## src/rtl/data_writeback_stage_block.sv

```systemverilog
// Writeback stage: M->W pipeline register, load-response wait with timeout,
// load extension and result select feeding the register-file write port.
module data_writeback_stage_block #(
  parameter int XLEN         = 32,
  parameter int LOAD_TIMEOUT = 16
) (
  input  logic            i_clk,
  input  logic            i_rst,
  input  logic            i_m_valid,
  input  logic            i_m_reg_write,
  input  logic [1:0]      i_m_result_src,
  input  logic [2:0]      i_m_funct3,
  input  logic [4:0]      i_m_rd_addr,
  input  logic [XLEN-1:0] i_m_alu_result,
  input  logic [XLEN-1:0] i_m_pc_plus4,
  input  logic            i_dmem_rvalid,
  input  logic [XLEN-1:0] i_dmem_rdata,
  output logic [4:0]      o_result_addr,
  output logic [XLEN-1:0] o_final_result,
  output logic            o_en_regfile_write,
  output logic            o_w_fwd_valid,
  output logic            o_stall,
  output logic            o_load_err,
  output logic [1:0]      o_dbg_state
);

  typedef enum logic [1:0] {
    ST_EMPTY    = 2'd0,
    ST_HOLD     = 2'd1,
    ST_WAIT_MEM = 2'd2
  } state_t;

  localparam logic [4:0] TIMEOUT_CNT = 5'(LOAD_TIMEOUT);

  state_t            state;
  logic [4:0]        wait_cnt;
  logic              w_reg_write;
  logic [1:0]        w_result_src;
  logic [2:0]        w_funct3;
  logic [4:0]        w_rd;
  logic [XLEN-1:0]   w_alu;
  logic [XLEN-1:0]   w_pc4;

  logic              w_is_load;
  logic [1:0]        off;
  logic [7:0]        ld_byte;
  logic [15:0]       ld_half;
  logic [XLEN-1:0]   load_data;
  logic [XLEN-1:0]   wb_data;
  logic              complete;
  logic              done;
  logic              accept;

  assign w_is_load = (w_result_src == 2'b01);

  always_comb begin
    off     = w_alu[1:0];
    ld_byte = i_dmem_rdata[{off, 3'b000} +: 8];
    ld_half = i_dmem_rdata[{off[1], 4'b0000} +: 16];
    case (w_funct3)
      3'b000:  load_data = {{(XLEN-8){ld_byte[7]}}, ld_byte};
      3'b001:  load_data = {{(XLEN-16){ld_half[15]}}, ld_half};
      3'b100:  load_data = {{(XLEN-8){1'b0}}, ld_byte};
      3'b101:  load_data = {{(XLEN-16){1'b0}}, ld_half};
      default: load_data = i_dmem_rdata;
    endcase
    // Reserved result_src 11 falls through to the ALU result.
    if (w_is_load)                  wb_data = load_data;
    else if (w_result_src == 2'b10) wb_data = w_pc4;
    else                            wb_data = w_alu;
  end

  // complete: the instruction retires this cycle with its (possible) write.
  always_comb begin
    complete   = 1'b0;
    o_stall    = 1'b0;
    o_load_err = 1'b0;
    case (state)
      ST_HOLD: begin
        if (!w_is_load || i_dmem_rvalid) complete = 1'b1;
        else                             o_stall  = 1'b1;
      end
      ST_WAIT_MEM: begin
        if (i_dmem_rvalid)                complete   = 1'b1;
        else if (wait_cnt == TIMEOUT_CNT) o_load_err = 1'b1;
        else                              o_stall    = 1'b1;
      end
      default: ;
    endcase
  end

  assign done               = complete | o_load_err;
  assign accept             = i_m_valid & ~o_stall;
  assign o_en_regfile_write = complete & w_reg_write;
  assign o_w_fwd_valid      = complete & w_reg_write;
  assign o_final_result     = complete ? wb_data : '0;
  assign o_result_addr      = w_rd;
  assign o_dbg_state        = state;

  always_ff @(posedge i_clk) begin
    if (i_rst) begin
      state        <= ST_EMPTY;
      wait_cnt     <= '0;
      w_reg_write  <= 1'b0;
      w_result_src <= '0;
      w_funct3     <= '0;
      w_rd         <= '0;
      w_alu        <= '0;
      w_pc4        <= '0;
    end else if (state == ST_EMPTY || done) begin
      wait_cnt <= '0;
      if (accept) begin
        state        <= ST_HOLD;
        w_reg_write  <= i_m_reg_write & (i_m_rd_addr != 5'd0);
        w_result_src <= i_m_result_src;
        w_funct3     <= i_m_funct3;
        w_rd         <= i_m_rd_addr;
        w_alu        <= i_m_alu_result;
        w_pc4        <= i_m_pc_plus4;
      end else begin
        state        <= ST_EMPTY;
        w_reg_write  <= 1'b0;
        w_result_src <= '0;
        w_funct3     <= '0;
        w_rd         <= '0;
        w_alu        <= '0;
        w_pc4        <= '0;
      end
    end else if (state == ST_HOLD) begin
      state    <= ST_WAIT_MEM;
      wait_cnt <= 5'd1;
    end else begin
      wait_cnt <= wait_cnt + 5'd1;
    end
  end

endmodule

```

## config.mk

```make
export PLATFORM = sky130hd
export DESIGN_NAME = data_writeback_stage_block
export DESIGN_NICKNAME = d
export VERILOG_FILES = /design/src/rtl/data_writeback_stage_block.sv
export SDC_FILE = /design/constraint.sdc
export NUM_CORES = 1
export LEC_CHECK = 0
export CORE_MARGIN = 5
export CORE_UTILIZATION = 42
export DETAILED_ROUTE_END_ITERATION = 10
export HOLD_SLACK_MARGIN = 0.12
export MAX_ROUTING_LAYER = met4
export PLACE_DENSITY = 0.84
export SETUP_SLACK_MARGIN = 0.3
export SYNTH_ARGS = -nofsm -noshare
export SYNTH_HDL_FRONTEND = slang
export SYNTH_SLANG_ARGS = --single-unit
export TNS_END_PERCENT = 30
```

## constraint.sdc

```tcl
create_clock -name i_clk -period 1.75 [get_ports i_clk]
set_input_delay 0.2625 -clock i_clk [delete_from_list [all_inputs] [get_ports i_clk]]
set_output_delay 0.2625 -clock i_clk [all_outputs]
set_load 0.01 [all_outputs]
```

---- Word level (Yosys, flattened, before mapping) ----
Index checks and enable logic that the tools add are counted.
storage, ports and cells
  bits in registers ....................... 82
  bits of input ports ..................... 111
  output and inout port bits .............. 43
operators by class
  $add $sub $neg .......................... 1
  equality and inequality tests ........... 8
  shift operators ......................... 2
  muxes and demuxes ....................... 24
  bitwise logic cells ..................... 5
  reductions and logical operators ........ 9
operators by type and width
  operator                                             count
  two-way mux 32 bit                                   5
  case mux 32 bit (4 select lines)                     1
  variable part select 32 x 6 -> 16 bit                1
  variable part select 32 x 6 -> 8 bit                 1
  two-way mux 1 bit                                    11
  equality test 3 bit, second input constant           2
  two-way mux 2 bit                                    3
  adder 5 x 1 -> 5 bit, second input constant          1
  equality test 5 bit, second input constant           1
  two-way mux 5 bit                                    1
  nonzero test 5 bit                                   1
  equality test 2 x 1 -> 1 bit, second input constant  2
  equality test 2 bit, second input constant           2
  case mux 1 bit (2 select lines)                      2
  AND 1 bit                                            3
  equality test 3 x 1 -> 1 bit, second input constant  1
  logical NOT 3 bit                                    1
  two-way mux 3 bit                                    1
  OR reduction 3 bit                                   1
  logical NOT 2 bit                                    1
  logical OR 1 bit                                     2
  nonzero test 2 bit                                   1
  OR reduction 2 bit                                   1
  logical NOT 1 bit                                    1
  2 further kinds                                      2

---- Longest topological paths before layout ----
Gate-level depths: netlist of the first run.
  word-level depth ........................ 9
  mapped depth ............................ 8
  depth with buffers taken out ............ 6

---- Worst setup path before layout of the first run ----
No wires, ideal clock.
  path kind ............................... register -> output
  from .................................... register state[1] (netlist: o_dbg_state[1])
  to ...................................... output o_w_fwd_valid
  data arrival time ....................... 1757 ps
  required time ........................... 1487 ps
  path slack .............................. -269 ps
  stages on the path, launching flop included .. 9
  path buffers ............................ 2
  cell sequence ........................... dfxtp_1 inv_1 ha_1 o21ai_2 o21ai_4 nand2_1 clkbuf_1 nor2_1 buf_4
on the way
  longest elaborated chain between the ends .. 3
  elaborated cells on any way between the ends .. 4
  classes of those cells .................. eq/ne: 2; mux: 1; bitwise: 1
RTL lines
  item                                                                 line  source
  start, declared                                                      35    state_t state;
  start signal, assigned                                               102   state <= ST_EMPTY;
  start signal, assigned                                               113   state <= ST_HOLD;
  start signal, assigned                                               121   state <= ST_EMPTY;
  equality test 2 bit or equality test 2 x 1 -> 1 bit (tied branches)  78    case (state)
  case mux 1 bit (2 select lines) (*)                                  78
  AND 1 bit (*)                                                        --
  end, declared                                                        21    output logic o_w_fwd_valid,
Every way passes the cells marked *; elsewhere a longest branch is shown, timed or not.

---- Worst setup path in the final report of the first run ----
  from .................................... register w_alu[1]
  to ...................................... output o_final_result[26]
on the way
  longest elaborated chain between the ends .. 4
  elaborated cells on any way between the ends .. 5
  classes of those cells .................. shift: 2; mux: 3
RTL lines
  item                                                                                           line    source
  start, declared                                                                                41      logic [XLEN-1:0] w_alu;
  start signal, assigned                                                                         118     w_alu <= i_m_alu_result;
  variable part select 32 x 6 -> 16 bit or variable part select 32 x 6 -> 8 bit (tied branches)  59, 58
  case mux 32 bit (4 select lines) (*)                                                           60      case (w_funct3)
  two-way mux 32 bit (*)                                                                         68      if (w_is_load) wb_data = load_data;
  two-way mux 32 bit (*)                                                                         96      assign o_final_result = complete ? wb_data : '0;
  end, declared                                                                                  19      output logic [XLEN-1:0] o_final_result,
Marked as above.

==> impl_metrics.py, run 1 <==
metrics = {
    "routing": {
        "routed_wirelength_mm": 20.1,
        "vias": 5791,
        "via_per_inst": 6.23,
        "drc_errors": 0,
        "routed_wirelength_normalized_by_instance_count_microns": 21.6,
        "detail_route.first_pass.iterations": 6,
        "postRouteAntennaNets": 0,
        "drt_iter0_drc": 669,
    },
    "critical_path": {
        "r2r-end": "w_funct3[2]",
        "start_kind": "flop",
        "worstPathRequired_ps": 1490,
        "path_class": "flop to output pin",
        "crit_path_max_incr_delay_ps": 410,
        "critical_path_maximum_fanout": 6,
        "reg2regPathDepth": 10,
        "crit_chain": "mux2i_4 > mux2i_2 > a21oi_4 > buf_12 > buf_6 > a211oi_4 > buf_2",
        "end_kind": "output pin",
        "r2r_slack_ps": -280,
        "cpMaxStageDelayCell": "sky130_fd_sc_hd__dfxtp_4",
        "worstReg2RegStart": "o_dbg_state[0]",
        "timing.critical_path.arrival_ps": 1950,
    },
    "final_layout": {
        "layout-drive-gt1-share_pct": 32.2,
        "most_common_cell_after_layout_fill_and_taps_aside": "sky130_fd_sc_hd__clkdlybuf4s50_1",
        "core_occupancy_in_the_finished_layout_pct": 72.5,
        "most_used_cells_in_the_layout_excluding_fill_and_tap_cells": "sky130_fd_sc_hd__clkdlybuf4s50_1 (108), sky130_fd_sc_hd__nand2_1 (93), sky130_fd_sc_hd__dfxtp_1 (73), sky130_fd_sc_hd__buf_4 (73), sky130_fd_sc_hd__nor2_1 (69)",
        "fill_cells": 722,
        "area_growth_syn_to_layout_pct": 67.6,
        "final_cell_area_sq_um": 7960,
        "design.final.nets": 902,
        "diodes": 0,
    },
    "logic_synthesis": {
        "synth.largest_area_cell": "sky130_fd_sc_hd__dfxtp_1",
        "ys_seq_area_share_pct": 34.6,
        "synth_nets": 692,
        "syn_area_per_cell_sq_um": 8.25,
        "synth_area_leaders": "sky130_fd_sc_hd__dfxtp_1 (35%), sky130_fd_sc_hd__a32o_1 (14%), sky130_fd_sc_hd__nand2_1 (7.6%)",
        "synth.distinct_cells": 51,
        "async_reset_ff_share_pct": 0,
        "synthCells": 576,
        "synth.yosys.warnings": 0,
        "dominantRegCellSynth": "sky130_fd_sc_hd__dfxtp_1",
        "ys_ff_latch": 82,
        "synth-edff-count": 0,
        "mappedNetlistArea_sq_um": 4750,
        "yosysTopAreaCellShare_pct": 34.6,
    },
    "flow_run": {
        "timing.max_cap.violations": 0,
    },
    "sta": {
        "timing.final.crit_share_pct": 127,
        "rsz0062_at_grt": "yes",
        "final-max-slew-violation-count": 0,
        "final_critical_path_setup_slack_ps": -464,
        "timing.final.crit_period_ps": 2210,
        "max_freq_mhz": 452,
        "hold-worst-slack_ps": 400,
        "finalSetupViolations": 112,
        "timing_hold_violations_final": 0,
        "timing.setup.tns_ps": -30740,
        "skew_ps": 6.85,
        "max-slew-margin-rel_pct": 63.3,
        "worst_pin_slew_ps": 550,
    },
    "power": {
        "p_leak_nw": 3.08,
        "design_power_total_mw": 5.56,
        "switching_share_pct": 28.6,
        "pwr-share-comb_pct": 27.5,
        "power.density_cell_area_nw_per_um2": 698,
        "net-switching-power_mw": 1.59,
        "pwr-share-seq_pct": 37.0,
        "ir_worst_vdd_uv": 438,
        "internal_power_mw": 3.97,
        "clockPowerShare_pct": 35.5,
    },
    "run_status": {
        "failed_checks": "setup timing",
        "run_status": "finished, violations left",
    },
    "placed_design": {
        "portBuffers": 153,
        "hpwlAfterDp_mm": 13.0,
        "post_dp_cell_area_sq_um": 7070,
        "gp_congestion": 0.969,
    },
    "cts": {
        "cts_inserted_buffers": 9,
        "clockBufferDepth": 2,
        "clock_tree.htree_level_count": 3,
        "clk_root_buffer_cell": "sky130_fd_sc_hd__clkbuf_16",
        "clk_pin_slew_worst_paths_ps": 60,
        "tritoncts": "built",
        "clkSinkCount": 82,
        "worst_skew_pair.late_latency_ps": 340,
    },
    "worst_hold_path": {
        "hold_path_class": "input pin to flop",
        "hold_path_end": "o_dbg_state[0]",
        "min-delay-start": "i_rst",
        "worstHoldPathCells": 4,
    },
    "global_routing": {
        "global_route.overflow_total": 0,
        "initial_antenna_violation_count": 0,
        "grt_usage_pct": 29.4,
        "grt_pass1_vias": 5732,
        "maximum_number_of_pins_on_one_net_before_global_route_repair": 77,
        "grt_first_pass_wirelength_mm": 30.2,
    },
    "floorplanning": {
        "rows": 38,
        "floorplan_die_area_sq_um": 13500,
        "floorplan.initialDensity_pct": 43.2,
        "die_w_microns": 116,
        "die_height_microns": 116,
        "boundaryPins": 154,
        "floorplan.core_area_sq_um": 11000,
    },
}
## worst max-delay path: cells and delay by family (launching register included)
kind / cells / cell delay (ps)
flops: 1 / 410
buf+inv: 3 / 440
compound gates: 2 / 320
mux: 2 / 450
## cell usage after synthesis, types with 11 or more instances
cell type                  instances
sky130_fd_sc_hd__clkbuf_1         28
sky130_fd_sc_hd__o22ai_1          11
sky130_fd_sc_hd__buf_2            18
sky130_fd_sc_hd__a22oi_1          15
sky130_fd_sc_hd__a32o_1           68
sky130_fd_sc_hd__o32ai_1          14
sky130_fd_sc_hd__mux2i_1          18
sky130_fd_sc_hd__nand2_1          96
sky130_fd_sc_hd__buf_6            11
sky130_fd_sc_hd__a211oi_1         16
sky130_fd_sc_hd__dfxtp_1          82
sky130_fd_sc_hd__inv_1            16
sky130_fd_sc_hd__nor2b_1          13
sky130_fd_sc_hd__nor2_1           71
sky130_fd_sc_hd__a21oi_1          13
## flip-flops by register name, indices dropped and copies added, names as in the netlist
signal	count
o_dbg_state	2
o_result_addr	5
w_alu	32
w_funct3	3
w_pc4	32
w_reg_write	1
w_result_src	2
wait_cnt	5
## power by group through the flow
stage,registers [mW],clock network [mW],logic (mW)
final,2.06,1.97,1.53
after detailed placement,2.08,0,1.26
after CTS,2.05,1.98,1.41
after floorplan,2.06,0,0.666
after global routing,2.06,2.06,1.62
after global placement,2.08,0,1.24
## layout make-up
type / count / area, sq um / share of cell area [%]
inverter: 17 / 68.8 / 0.864
clock buffer: 13 / 270 / 3.39
timing repair buffer: 261 / 2480 / 31.1
multi-input combinational: 415 / 3270 / 41.1
sequential: 82 / 1660 / 20.9
clock inverter: 2 / 35.0 / 0.440
tap: 140 / 175 / 2.20
## kinds of logic (layout without fill, tap and decap cells)
family	count (synthesis)	after routing	synth area share (%)
buf+inv	79	293	8.69
fa+ha+maj	5	5	1.32
simple gates	209	209	18.7
xor+xnor	3	3	0.553
flops	82	82	34.6
compound gates	180	180	32.4
mux	18	18	3.79
## how the worst max path moves through the flow
stage | startpoint | end | slack, ps | cells after the start
finish | w_alu[1] | o_final_result[26] | -460 | 7
global route | w_alu[1] | o_final_result[12] | -520 | 6
floorplan | o_dbg_state[0] | w_pc4[10] | 50 | 8
CTS | w_alu[1] | o_final_result[26] | -500 | 7
global placement | i_dmem_rdata[7] | o_final_result[22] | -810 | 7
detailed placement | i_dmem_rdata[7] | o_final_result[20] | -870 | 7
## what timing repair did
action	in CTS	in global routing
endpoints found under the setup margin	125	118
hold buffers	0	0
gates cloned	5	0
setup buffers	16	8
pin swaps	21	18
resized for setup	193	59
endpoints found under the hold margin	0	0
## metal layers
layer	vias up	track usage [%]	wire (microns)
met2	425	47.4	9590
met3	82	5.39	2060
met5	-	-	0
li1	2567	-	-
met4	0	14.2	839
met1	2717	35.3	7560
## per-stage QoR
stage / setup slack [ps] / instances
after global placement: -812 / 886
after global routing: -519 / 930
after floorplan: 54.2 / 576
after detailed placement: -868 / 886
final: -464 / 930
after CTS: -495 / 922
No activity file was read; power rests on OpenSTA's default activity.
==> run 2, diff against run 1 <==
==> constraint.sdc (replaced) <==
create_clock -name i_clk -period 1.75 [get_ports i_clk]
set_input_delay 0.35 -clock i_clk [delete_from_list [all_inputs] [get_ports i_clk]]
set_output_delay 0.35 -clock i_clk [all_outputs]
set_load 0.01 [all_outputs]
==> impl_metrics.py, run 2 (synthesis results as in run 1) <==
metrics = {
    "placed_design": {
        "post_dp_cell_area_sq_um": 7250,
        "preCtsSetupSlack_ps": -984,
        "gp_congestion": 0.950,
        "place_inst": 884,
        "hpwlAfterDp_mm": 13.1,
        "portBuffers": 153,
    },
    "worst_hold_path": {
        "hold_path_class": "input pin to flop",
        "hold_path_end": "o_dbg_state[0]",
        "worstHoldPathCells": 4,
        "min-delay-start": "i_rst",
    },
    "sta": {
        "timing_hold_violations_final": 0,
        "hold-worst-slack_ps": 409,
        "worst_pin_slew_ps": 753,
        "max_freq_mhz": 412,
        "timing.final.crit_share_pct": 139,
        "final-max-slew-violation-count": 0,
        "final_critical_path_setup_slack_ps": -679,
        "rsz0062_at_grt": "yes",
        "max-slew-margin-rel_pct": 49.7,
        "skew_ps": 8.82,
        "finalSetupViolations": 112,
        "timing.final.crit_period_ps": 2430,
    },
    "floorplanning": {
        "floorplan_die_area_sq_um": 13500,
        "die_w_microns": 116,
        "floorplan.core_area_sq_um": 11000,
        "die_height_microns": 116,
        "rows": 38,
        "floorplan.initialDensity_pct": 43.2,
        "boundaryPins": 154,
    },
    "critical_path": {
        "critical_path_maximum_fanout": 7,
        "worstPathRequired_ps": 1400,
        "r2r_slack_ps": -250,
        "start_kind": "flop",
        "crit_chain": "buf_6 > ha_4 > o21ai_4 > buf_6 > nor3_4 > o31ai_4 > buf_12 > o32ai_2 > buf_2",
        "timing.critical_path.buf_inv": 4,
        "r2r-end": "w_pc4[30]",
        "cp_top_family": "buffers and inverters",
        "timing.critical_path.mode_cell": "sky130_fd_sc_hd__buf_6",
        "reg2regPathDepth": 8,
        "path_class": "flop to output pin",
        "end_kind": "output pin",
        "worstReg2RegStart": "wait_cnt[1]",
        "timing.critical_path.arrival_ps": 2080,
        "path_length_in_cells_of_the_critical_path": 9,
        "cpMaxStageDelayCell": "sky130_fd_sc_hd__dfxtp_4",
        "crit_path_max_incr_delay_ps": 380,
    },
    "routing": {
        "detail_route.first_pass.iterations": 6,
        "routed_wirelength_mm": 19.3,
        "drc_errors": 0,
        "postRouteAntennaNets": 0,
        "routed_wirelength_normalized_by_instance_count_microns": 20.6,
        "via_per_inst": 6.09,
        "drt_iter0_drc": 515,
        "vias": 5717,
    },
    "cts": {
        "clkSinkCount": 82,
        "tritoncts": "built",
        "clk_root_buffer_cell": "sky130_fd_sc_hd__clkbuf_16",
        "clockBufferDepth": 2,
        "clock_tree.htree_level_count": 3,
        "worst_skew_pair.late_latency_ps": 340,
        "clk_pin_slew_worst_paths_ps": 60,
        "cts_inserted_buffers": 9,
    },
    "run_status": {
        "run_status": "finished, violations left",
        "failed_checks": "setup timing",
    },
    "final_layout": {
        "final_cell_area_sq_um": 8190,
        "fill_cells": 699,
        "area_growth_syn_to_layout_pct": 72.5,
        "most_common_cell_after_layout_fill_and_taps_aside": "sky130_fd_sc_hd__clkdlybuf4s50_1",
        "most_used_cells_in_the_layout_excluding_fill_and_tap_cells": "sky130_fd_sc_hd__clkdlybuf4s50_1 (104), sky130_fd_sc_hd__nand2_1 (92), sky130_fd_sc_hd__dfxtp_1 (75)",
        "layout-drive-gt1-share_pct": 32.5,
        "diodes": 0,
        "design.final.nets": 909,
        "biggest_registers_after_layout": "w_alu (32), w_pc4 (32)",
        "post_layout_nonfiller_instances": 938,
    },
    "global_routing": {
        "initial_antenna_violation_count": 0,
        "grt_first_pass_wirelength_mm": 29.4,
        "grt_usage_pct": 28.5,
        "grt_pass1_vias": 5711,
        "maximum_number_of_pins_on_one_net_before_global_route_repair": 77,
        "global_route.overflow_total": 0,
    },
    "power": {
        "power.density_cell_area_nw_per_um2": 675,
        "p_leak_nw": 3.14,
        "ir_worst_vdd_uv": 400,
    },
    "flow_run": {
        "timing.max_cap.violations": 0,
    },
}
## run 2: cell types whose count changed in the layout (fill, tap and decap cells not counted), sizes merged, moves of 2 or more
cell,delta
clkdlybuf4s15,+2
dlygate4sd2,+2
buf,+7
clkdlybuf4s50,-4
## run 2: worst reg2reg max path: cells and delay by family (launching register included)
family                     cells  cell delay (ps)
adders and majority gates      1              140
buffers and inverters          3              520
DFF                            1              340
AOI/OAI and AO/OA              3              750
and+or+nand+nor                1              210
## run 2: what timing repair did
item,in CTS,in global routing
gates resized for setup,242,19
endpoints found under the setup margin,125,118
setup buffers,31,4
pin swaps,45,19
cloned,2,1
hold buffers,0,0
## run 2: per-stage QoR
stage	setup TNS, ps	total power, mW	utilization (%)
6_report	-32250	5.53	74.6
3_3_place_gp	-69890	3.38	66.1
4_1_cts	-30030	5.45	73.2
2_1_floorplan	-23.7	2.80	-
5_1_grt	-39160	5.70	74.6
3_5_place_dp	-77520	3.41	66.1
## run 2: worst max-delay path by stage
stage / from / slack [ps] / to
2_1_floorplan: w_result_src[0] / -20 / o_w_fwd_valid
3_3_place_gp: i_dmem_rdata[31] / -900 / o_final_result[14]
3_5_place_dp: i_dmem_rdata[15] / -980 / o_final_result[8]
4_1_cts: o_dbg_state[0] / -620 / o_final_result[8]
5_1_grt: o_dbg_state[0] / -760 / o_final_result[8]
6_report: o_dbg_state[0] / -680 / o_final_result[8]
## run 2: routing by layer
layer,vias to the layer above,share of wire (%),GRT usage [%]
met5,-,0,-
met1,2697,38,34.5
li1,2572,-,-
met4,0,4.6,13.1
met2,367,49,46.6
met3,81,8.2,4.35
## run 2: layout make-up
cell class | count | area (sq um) | area share [%]
multi-input combinational | 415 | 3380 | 41.2
timing repair buffer | 268 | 2610 | 31.8
sequential | 82 | 1660 | 20.2
clock buffer | 12 | 246 | 3.01
tap | 140 | 175 | 2.14
inverter | 17 | 76.3 | 0.932
clock inverter | 4 | 51.3 | 0.626
## run 2: report_power, final
part / internal [mW] / switching, mW
sequential: 1.97 / 0.0779
clock: 1.15 / 0.779
combinational: 0.792 / 0.764
==> patch: new RTL, settings of run 2 <==
Register the output `o_load_err`; this adds one clock of latency there. The other outputs are not delayed to match.
--- a/src/rtl/data_writeback_stage_block.sv
+++ b/src/rtl/data_writeback_stage_block.sv
@@ -32,4 +32,6 @@
 
   localparam logic [4:0] TIMEOUT_CNT = 5'(LOAD_TIMEOUT);
+
+  logic o_load_err_d;
 
   state_t            state;
@@ -75,5 +77,5 @@
     complete   = 1'b0;
     o_stall    = 1'b0;
-    o_load_err = 1'b0;
+    o_load_err_d = 1'b0;
     case (state)
       ST_HOLD: begin
@@ -83,5 +85,5 @@
       ST_WAIT_MEM: begin
         if (i_dmem_rvalid)                complete   = 1'b1;
-        else if (wait_cnt == TIMEOUT_CNT) o_load_err = 1'b1;
+        else if (wait_cnt == TIMEOUT_CNT) o_load_err_d = 1'b1;
         else                              o_stall    = 1'b1;
       end
@@ -90,5 +92,5 @@
   end
 
-  assign done               = complete | o_load_err;
+  assign done               = complete | o_load_err_d;
   assign accept             = i_m_valid & ~o_stall;
   assign o_en_regfile_write = complete & w_reg_write;
@@ -135,4 +137,8 @@
   end
 
+  always_ff @(posedge i_clk) begin
+    o_load_err <= o_load_err_d;
+  end
+
 endmodule
 
Check against the original RTL: same outputs for any inputs over 10 cycles, from zero or initial values and one cycle with i_rst high; that may be too few to reach the edited logic, so the function may still have changed.
==> patch against run 2 <==
The flow still finishes with violations (negative setup slack). Sequential cell count increased by 1. Synthesized area increased by 0.42%. Cell area increased by 3.5%. Non-clock buffer count increased by 7. Via count increased by 2.9%. Total power increased by 1.4%. Wire length increased by 11%. Worst setup slack improved by 0.0071 ns.
==> patch: results (changes against run 2) <==
* Dpl cells at 893 (was 884)
* Vias in the first global route at 5706 (was 5711)
* Synth top area cells: dfxtp_1 (35%), a32o_1 (14%), nand2_1 (7.6%) (unchanged)
* Avg WL per Cell at 22.7 µm (was 20.6 µm)
* Placer Congestion at 0.972 (was 0.950)
* Layout cells sized above 1 at 33.5% (was 32.5%)
* Final setup violation count at 117 (was 112)
* Via count at 5885 (was 5717)
* Status: finished with violations (unchanged)
* Cells on worst reg2reg path at 13 (was 8)
* Mapped Nets at 693 (was 692)
* Fill count at 687 (was 699)
* Violated checks: negative setup slack (unchanged)
* Worst Skew at 0.00528 ns (was 0.00882 ns)
* All-Layer GR Usage at 31.6% (was 28.5%)
* Max VDD drop at 555 µV (was 400 µV)
* Seq/Total Area, Yosys at 34.8% (was 34.6%)
* Worst-path fanout max at 3 (was 7)
* PnR worst setup slack at -0.672 ns (was -0.679 ns)
* Worst rel slew slack at 61.3% (was 49.7%)
* DR iter-0 viols at 619 (was 515)
* Post-DP HPWL at 13100 µm (about the same)
* Dpl ws at -1.01 ns (was -0.984 ns)
* Area of placed instances at 0.00738 mm² (was 0.00725 mm²)
* Fin Setup TNS at -58.90 ns (was -32.25 ns)
* Share of the synthesized area in the top cell type at 34.8% (was 34.6%)
[patch: report_power, final]
part | internal, µW | switching, µW
clock | 1120 | 757
sequential | 1990 | 87.1
combinational | 841 | 814
total | 3950 | 1660
[patch: layer usage]
metal | track usage (%) | routed length [µm] | vias to the layer above
met4 | 14.6 | 1120 | 0
met1 | 37.8 | 8060 | 2759
met3 | 7.88 | 2130 | 98
li1 | - | - | 2595
met2 | 50.0 | 10200 | 433
met5 | - | 0 | -
[patch: final timing paths]
| path | startpoint | to | slack, ns |
|---|---|---|---|
| worst max-delay path | o_dbg_state[0]$_SDFFE_PP0P_ | o_stall | -0.67 |
| worst min-delay path | i_rst | o_dbg_state[0]$_SDFFE_PP0P_ | 0.39 |
| worst min register to register | o_result_addr[3]$_SDFFE_PP0P_ | o_result_addr[3]$_SDFFE_PP0P_ | 0.46 |
| worst max register to register | o_dbg_state[0]$_SDFFE_PP0P_ | w_alu[21]$_SDFFE_PP0P_ | -0.58 |
[patch: what timing repair did]
| action | in CTS | in global routing |
|---|---|---|
| buffers inserted | 21 | 11 |
| cloned | 8 | 0 |
| pin swaps | 19 | 19 |
| resized for setup | 219 | 44 |
| setup endpoints to repair | 125 | 119 |
[patch: layout make-up]
type	count	area (µm²)	area share, %
sequential	83	1680	19.8
clock buffer	15	288	3.39
clock inverter	1	5.00	0.0590
timing repair buffer	275	2830	33.4
multi-input combinational	415	3420	40.3
inverter	17	76.3	0.900
tap	143	179	2.11
[patch: kinds of logic (layout without fill, tap and decap cells)]
logic type               after synthesis  in the layout  share of synthesized area, %
AND/OR/NAND/NOR                      209            209                          18.6
buffers and inverters                 79            308                          8.66
adder cells (fa/ha/maj)                5              5                          1.31
multiplexers                          18             18                          3.78
AO/OA/AOI/OAI                        180            180                          32.3
XOR/XNOR                               3              3                         0.551
flip-flops                            83             83                          34.8
